===== src/rtl/if_id_buffer_pkg.sv =====
// Shared fetch-path constants used by the IF/ID buffer, the ID stage and the hazard unit.
package if_id_buffer_pkg;

  // Default width of pc and instruction words.
  localparam int WORD_BITWIDTH = 32;

  // Bubble instruction: addi x0, x0, 0.
  localparam logic [31:0] NOP_INSTR = 32'h0000_0013;

endpackage : if_id_buffer_pkg


===== src/rtl/if_id_buffer_fetch_fifo.sv =====
// Generic DEPTH x WIDTH synchronous FIFO with push, pop, clear, count, full and empty.
// Storage resets to RESET_DATA so an idle head reads as a known value.
module fetch_fifo #(
  parameter int          DEPTH      = 2,
  parameter int          WIDTH      = 64,
  parameter logic [WIDTH-1:0] RESET_DATA = '0,
  localparam int         PTR_W      = $clog2(DEPTH),
  localparam int         CNT_W      = $clog2(DEPTH + 1)
) (
  input  logic             clk,
  input  logic             rst,
  input  logic             push,
  input  logic             pop,
  input  logic             clear,
  input  logic [WIDTH-1:0] wdata,
  output logic [WIDTH-1:0] rdata,
  output logic [CNT_W-1:0] count,
  output logic             full,
  output logic             empty
);

  logic [WIDTH-1:0] mem_q [DEPTH];
  logic [WIDTH-1:0] mem_d [DEPTH];
  logic [PTR_W-1:0] rd_ptr_q, rd_ptr_d;
  logic [PTR_W-1:0] wr_ptr_q, wr_ptr_d;
  logic [CNT_W-1:0] count_q, count_d;

  // Next-state for pointers, count and storage; clear overrides push/pop.
  always_comb begin
    // NOTE: every signal gets a default first so no path leaves it unassigned (no latch).
    mem_d    = mem_q;
    rd_ptr_d = rd_ptr_q;
    wr_ptr_d = wr_ptr_q;
    count_d  = count_q;
    if (clear) begin
      rd_ptr_d = '0;
      wr_ptr_d = '0;
      count_d  = '0;
    end else begin
      if (push) begin
        mem_d[wr_ptr_q] = wdata;
        wr_ptr_d        = wr_ptr_q + PTR_W'(1);
      end
      if (pop) begin
        rd_ptr_d = rd_ptr_q + PTR_W'(1);
      end
      unique case ({push, pop})
        2'b10:   count_d = count_q + CNT_W'(1);
        2'b01:   count_d = count_q - CNT_W'(1);
        default: count_d = count_q;
      endcase
    end
  end

  // State registers with asynchronous active-high reset.
  always_ff @(posedge clk or posedge rst) begin
    if (rst) begin
      rd_ptr_q <= '0;
      wr_ptr_q <= '0;
      count_q  <= '0;
      // NOTE: storage is reset deliberately so the head reads RESET_DATA, not X, after reset.
      for (int i = 0; i < DEPTH; i++) mem_q[i] <= RESET_DATA;
    end else begin
      // NOTE: non-blocking assignments so all state updates see the same pre-edge values.
      rd_ptr_q <= rd_ptr_d;
      wr_ptr_q <= wr_ptr_d;
      count_q  <= count_d;
      for (int i = 0; i < DEPTH; i++) mem_q[i] <= mem_d[i];
    end
  end

  assign rdata = mem_q[rd_ptr_q];
  assign count = count_q;
  assign full  = (count_q == CNT_W'(DEPTH));
  assign empty = (count_q == '0);

endmodule : fetch_fifo


===== src/rtl/if_id_buffer.sv =====
// IF/ID pipeline register built as a small in-order queue of fetched (pc, instr) pairs.
// Applies the flush/stall policy, raises hold_pc to back-pressure IF, and presents a
// NOP bubble whenever the queue is empty.
module if_id_buffer
  import if_id_buffer_pkg::*;
#(
  parameter int                       WORD_BITWIDTH = if_id_buffer_pkg::WORD_BITWIDTH,
  parameter int                       DEPTH         = 2,
  parameter logic [WORD_BITWIDTH-1:0] NOP_INSTR     = WORD_BITWIDTH'(if_id_buffer_pkg::NOP_INSTR)
) (
  input  logic                     clk,
  input  logic                     rst,
  input  logic                     fetch_valid,
  input  logic [WORD_BITWIDTH-1:0] pc,
  input  logic [WORD_BITWIDTH-1:0] fetch_instr,
  input  logic                     id_stall,
  input  logic                     flush,
  output logic                     hold_pc,
  output logic                     if_id_valid,
  output logic [WORD_BITWIDTH-1:0] if_id_pc,
  output logic [WORD_BITWIDTH-1:0] if_id_instr
);

  localparam int ENTRY_W = 2 * WORD_BITWIDTH;
  localparam int CNT_W   = $clog2(DEPTH + 1);

  logic               push;
  logic               pop;
  logic [ENTRY_W-1:0] head;
  logic [CNT_W-1:0]   count;
  logic               full;
  logic               empty;

  // Queue control: flush dominates, a pop frees a slot for a same-cycle push even when full.
  always_comb begin
    pop     = (count != '0) && !id_stall && !flush;
    push    = fetch_valid && !flush && (!full || pop);
    hold_pc = fetch_valid && !flush && full && !pop;
  end

  fetch_fifo #(
    .DEPTH      (DEPTH),
    .WIDTH      (ENTRY_W),
    .RESET_DATA ({{WORD_BITWIDTH{1'b0}}, NOP_INSTR})
  ) u_fetch_fifo (
    .clk   (clk),
    .rst   (rst),
    .push  (push),
    .pop   (pop),
    .clear (flush),
    .wdata ({pc, fetch_instr}),
    .rdata (head),
    .count (count),
    .full  (full),
    .empty (empty)
  );

  // Output mux: head entry when present, otherwise the empty bubble.
  always_comb begin
    if (empty) begin
      if_id_valid = 1'b0;
      if_id_pc    = '0;
      if_id_instr = NOP_INSTR;
    end else begin
      if_id_valid = 1'b1;
      if_id_pc    = head[ENTRY_W-1:WORD_BITWIDTH];
      if_id_instr = head[WORD_BITWIDTH-1:0];
    end
  end

endmodule : if_id_buffer


===== config.mk =====
export PLATFORM = sky130hd
export DESIGN_NAME = if_id_buffer
export DESIGN_NICKNAME = d
export VERILOG_FILES = /design/src/rtl/if_id_buffer_pkg.sv /design/src/rtl/if_id_buffer_fetch_fifo.sv /design/src/rtl/if_id_buffer.sv
export SDC_FILE = /design/constraint.sdc
export NUM_CORES = 1
export LEC_CHECK = 0
export CAP_MARGIN = 15
export CORE_ASPECT_RATIO = 1.2
export CORE_MARGIN = 2
export CORE_UTILIZATION = 46
export CTS_BUF_LIST = sky130_fd_sc_hd__clkbuf_4
export DETAILED_ROUTE_END_ITERATION = 16
export GPL_ROUTABILITY_DRIVEN = 0
export GPL_TIMING_DRIVEN = 0
export PLACE_DENSITY_LB_ADDON = 0.2
export SYNTH_ARGS = -nofsm -noshare
export SYNTH_HDL_FRONTEND = slang
export SYNTH_SLANG_ARGS = --single-unit
export TNS_END_PERCENT = 100

===== constraint.sdc =====
create_clock -name clk -period 10.9 [get_ports clk]
set_input_delay 2.18 -clock clk [delete_from_list [all_inputs] [get_ports clk]]
set_output_delay 2.18 -clock clk [all_outputs]
set_load 0.005 [all_outputs]

# After elaboration in Yosys (flattened, before gate mapping)
# Index checks and enable logic that the tools add are counted.
[word_totals]
ff_bits = 132
in_bits = 69
out_inout_bits = 66
[classes]
n_addsub = 4
n_lt_le_gt_ge = 3
n_eq_ne = 3
muxes = 15
bitwise_logic = 3
reduce_logical = 18
[ops]
columns = ["cell", "count"]
rows = [
  ["2-to-1 mux 64 bit", 4],
  ["bitwise mux 128 bit", 1],
  ["demux 64 bit (select 1 bit)", 1],
  ["2-to-1 mux 32 bit", 2],
  ["logical AND 1 bit", 7],
  ["nonzero test 2 bit", 3],
  ["2-to-1 mux 1 bit", 5],
  ["equality test 2 bit, second input constant", 2],
  ["greater-or-equal comparator 2 bit, second input constant", 2],
  ["logical NOT 1 bit", 4],
  ["NOT 1 -> 2 bit", 2],
  ["one-hot mux 2 bit (2 select lines)", 1],
  ["nonzero test 3 bit", 1],
  ["adder 1 bit, second input constant", 2],
  ["adder 2 x 1 -> 2 bit, second input constant", 1],
  ["equality test 2 x 1 -> 1 bit, second input constant", 1],
  ["logical NOT 2 bit", 1],
  ["< comparator 2 x 1 -> 1 bit, second input constant", 1],
  ["2-to-1 mux 2 bit", 1],
  ["AND reduction 2 bit", 1],
  ["subtractor 2 x 1 -> 2 bit, second input constant", 1],
  ["logical OR 1 bit", 1],
  ["NOT 1 bit", 1],
]

# Depth between registers and ports, before layout
[depth]
depth_word = 8
mapped_depth = 6
mapped_depth_nobuf = 3

# Modules after synthesis
# A second synthesis with hierarchy kept.
[hier_totals]
cells_unflattened = 439
hier_area_um2 = 6610.1
[by_module_without_submodules]
columns = ["module", "n_inst", "cells_each", "area_each_um2", "seq_area_each_um2"]
rows = [
  ["fetch_fifo", 1, 362, 6054.6, 3310.7],
  ["if_id_buffer", 1, 77, 555.5, 0.0],
]

# Worst setup path after synthesis
# Ideal clock, no wire load.
[synth_path]
kind = "input to output"
startpoint = "input id_stall"
endpoint = "output hold_pc"
arrival_ns = 2.607
t_required_ns = 8.720
path_slack_ns = 6.113
stages = 3
n_path_buf = 1
cell_sequence = "clkbuf_2 nand3b_4 nor3_1"
[synth_via]
elab_chain_cells = 5
[synth_rtl]
columns = ["item", "line", "rtl"]
rows = [
  ["start: declaration", "if_id_buffer.sv:16", "input logic id_stall,"],
  ["logical NOT 1 bit", "if_id_buffer.sv:36", "pop = (count != '0) && !id_stall && !flush;"],
  ["logical AND 1 bit (2 in a row)", "if_id_buffer.sv:36", ""],
  ["logical NOT 1 bit", "if_id_buffer.sv:38", "hold_pc = fetch_valid && !flush && full && !pop;"],
  ["logical AND 1 bit", "if_id_buffer.sv:38", ""],
  ["end: declaration", "if_id_buffer.sv:18", "output logic hold_pc,"],
]
# Every way passes these cells.

# Worst setup path after layout
[layout_path]
startpoint = "input fetch_valid"
endpoint = "output hold_pc"
[layout_via]
elab_chain_cells = 3
[layout_rtl]
columns = ["item", "line", "rtl"]
rows = [
  ["start: declaration", "if_id_buffer.sv:13", "input logic fetch_valid,"],
  ["logical AND 1 bit (3 in a row)", "if_id_buffer.sv:38", ""],
]
# Every way passes these cells.

==> results.py <==
metrics = {
    "die": {
        "pin_count": 135,
        "start_util": 0.473,
        "die_area_um2": 14600,
        "design.core.area_um2": 13300,
        "die_w_um": 111,
        "rows": 46,
        "fp.dieH_um": 132,
    },
    "worst_setup_path": {
        "cp.required_ns": 8.72,
        "path_max_fanout": 6,
        "rrSetupSlack_ns": 8.99,
        "worstPathCellList": "clkdlybuf4s50_1, inv_1, nor3_1, clkdlybuf4s50_1",
        "worst_path_max_delay_cell": "clkdlybuf4s50_1",
        "crit_path_start_kind": "input port",
        "startpoint": "fetch_valid",
        "end_kind": "output pin",
        "crit_type": "in2out",
        "crit_top_cell": "clkdlybuf4s50_1",
        "r2r_cells": 4,
        "worstReg2RegEnd": "u_fetch_fifo.count[0]",
        "cp_slowest_stage_delay_ns": 0.56,
        "worstReg2RegStart": "u_fetch_fifo.count[0]",
        "cp.arrival_ns": 3.62,
    },
    "finish": {
        "mostFrequentLayoutCell": "clkdlybuf4s50_1",
        "multi_input_comb_area_um2": 2700,
        "fin_nets": 662,
        "diodes": 0,
        "nFillCells": 1111,
        "area_growth_pct": 29.8,
        "final_cell_mix": "clkdlybuf4s50_1, dfrtp_1, mux2_2",
        "ff_latch_area_um2": 3310,
        "post_route_cells_drive_above_1_share": 0.310,
        "stdcell_count": 774,
    },
    "cts": {
        "clk_pin_slew_worst_paths_ns": 0.10,
        "root_buffer": "clkbuf_4",
        "cts.repair.resized": 0,
        "cts_setup_buffers": 0,
        "clock_latency_ns": 0.52,
        "h-tree-depth": 4,
        "cts_made_buffers": 17,
        "cts_tree": "done",
        "cts_max_path_buffers": 2,
        "numClockSinks": 132,
        "holdBufCountCts": 0,
    },
    "worst_hold_path": {
        "hold_path_startpoint": "u_fetch_fifo.mem_q[118]",
        "holdPathEnd": "u_fetch_fifo.mem_q[118]",
        "hold_depth": 1,
        "hp-class": "reg2reg",
    },
    "timing": {
        "timing.fmax_mhz": 172,
        "rsz0062_at_grt": "no",
        "hold_viol_final": 0,
        "worst_pin_slew_ns": 0.916,
        "relSlewSlack": 0.387,
        "drv_slew": 0,
        "min_period_ns": 5.80,
        "fin_crit_sh": 0.532,
        "setup_tns_ns": 0,
        "skew_ns": 0.0138,
        "finalSetupViolCount": 0,
    },
    "global_routing": {
        "antenna_found_initial": 0,
        "grt.overflow.total": 0,
        "grt_max_degree": 92,
        "grt_pass1_wl_um": 21500,
        "grt_use_total": 0.186,
        "grt_pass1_vias": 4211,
    },
    "pwr": {
        "cellLeakagePower_nw": 3.43,
        "ir_drop_mv": 0.102,
        "pwr_density_cell_nw_per_um2": 168,
    },
    "route": {
        "avgRoutedWirePerCell_um": 16.9,
        "drtAntennaViolNets": 0,
        "initialDrtViolationCount": 130,
        "viasPerCell": 5.08,
        "routed_wl_um": 13100,
        "first_pass_iters": 4,
        "num_vias": 3929,
        "drc": 0,
    },
    "logic_synthesis": {
        "synth.avg_cell_area_um2": 14.3,
        "synth_fp_nets": 509,
        "syn_inst": 440,
        "ys_warn_count": 0,
        "yosysTopAreaCellShare": 0.501,
        "ys_seq_area_frac": 0.526,
        "synth_cell_types": 28,
        "synth-seq-cells": 132,
        "yosysTopAreaCell": "dfrtp_1",
        "synth_area_um2": 6290,
        "ys_top_cells_by_area": "dfrtp_1, mux2_4, mux2_2",
    },
    "status": {
        "status": "completed",
    },
    "placed_design": {
        "dpl.hpwl_um": 9060,
        "dp_cells": 742,
        "port_buffers": 133,
    },
    "job": {
        "maxCapViolCount": 0,
    },
}
-- metal layers --
metal / routed length, um / part of all wire / vias up / GRT usage
li1: - / - / 1843 / -
met1: 5680 / 0.43 / 1976 / 0.232
met2: 6500 / 0.50 / 97 / 0.307
met3: 726 / 0.056 / 13 / 0.0584
met4: 170 / 0.013 / 0 / 0.0625
met5: 0 / 0 / - / 0
-- critical path: cells and delay by family --
| kind | cells | cell delay [ns] |
|---|---|---|
| buffers and inverters | 3 | 1.22 |
| and+or+nand+nor | 1 | 0.22 |
-- synth_stat cells, drive strengths merged --
master,count
a2111oi,1
a211o,1
a211oi,1
a21oi,2
a311oi,1
and4,1
buf,22
clkbuf,7
dfrtp,126
dfstp,6
inv,4
mux2,128
mux2i,64
nand2,4
nand2b,1
nand3,1
nand3b,1
nor2,63
nor3,1
nor3b,1
nor4b,1
o21ai,2
or3,1
-- sequential cells by signal (all words and copies together) (netlist names) --
name / flops
u_fetch_fifo.wr_ptr_q: 1
u_fetch_fifo.mem_q: 128
u_fetch_fifo.rd_ptr_q: 1
u_fetch_fifo.count: 2
-- final cells by class --
type,count,area share
Timing Repair Buffer,134,0.166
Clock buffer,18,0.0165
Multi-Input combinational cell,275,0.330
Clock inverter,14,0.0204
Tap cell,168,0.0257
Inverter,4,0.00245
Sequential cell,132,0.405
Buffer,29,0.0335
-- how the worst max path moves through the flow --
stage / endpoint / slack [ns]
5_1_grt: hold_pc / 5.06
2_1_floorplan: u_fetch_fifo.count[0] / 5.20
4_1_cts: hold_pc / 5.09
6_report: hold_pc / 5.10
3_5_place_dp: hold_pc / 5.09
3_3_place_gp: u_fetch_fifo.mem_q[13] / 3.49
-- cell families after synthesis --
family          synth area share
simple gates              0.0531
compound gates           0.00855
mux                        0.367
buf+inv                   0.0459
flops                      0.526
-- through the flow --
step / hold WS (ns) / total power [mW] / area (um^2) / setup slack (ns) / utilization
6_report: 0.512 / 1.37 / 8170 / 5.10 / 0.615
4_1_cts: 0.515 / 1.39 / 8170 / 5.09 / 0.615
2_1_floorplan: 0.479 / 0.899 / 6290 / 5.20 / -
3_3_place_gp: 0.486 / 1.01 / 7840 / 3.49 / 0.589
5_1_grt: 0.526 / 1.45 / 8170 / 5.06 / 0.615
3_5_place_dp: 0.491 / 1.03 / 7870 / 5.09 / 0.592
-- power breakdown --
group	switching (mW)	total [mW]	internal [mW]
clock network	0.170	0.349	0.179
registers	0.0626	0.673	0.611
logic	0.115	0.347	0.233
(Power assumes the default switching activity.)
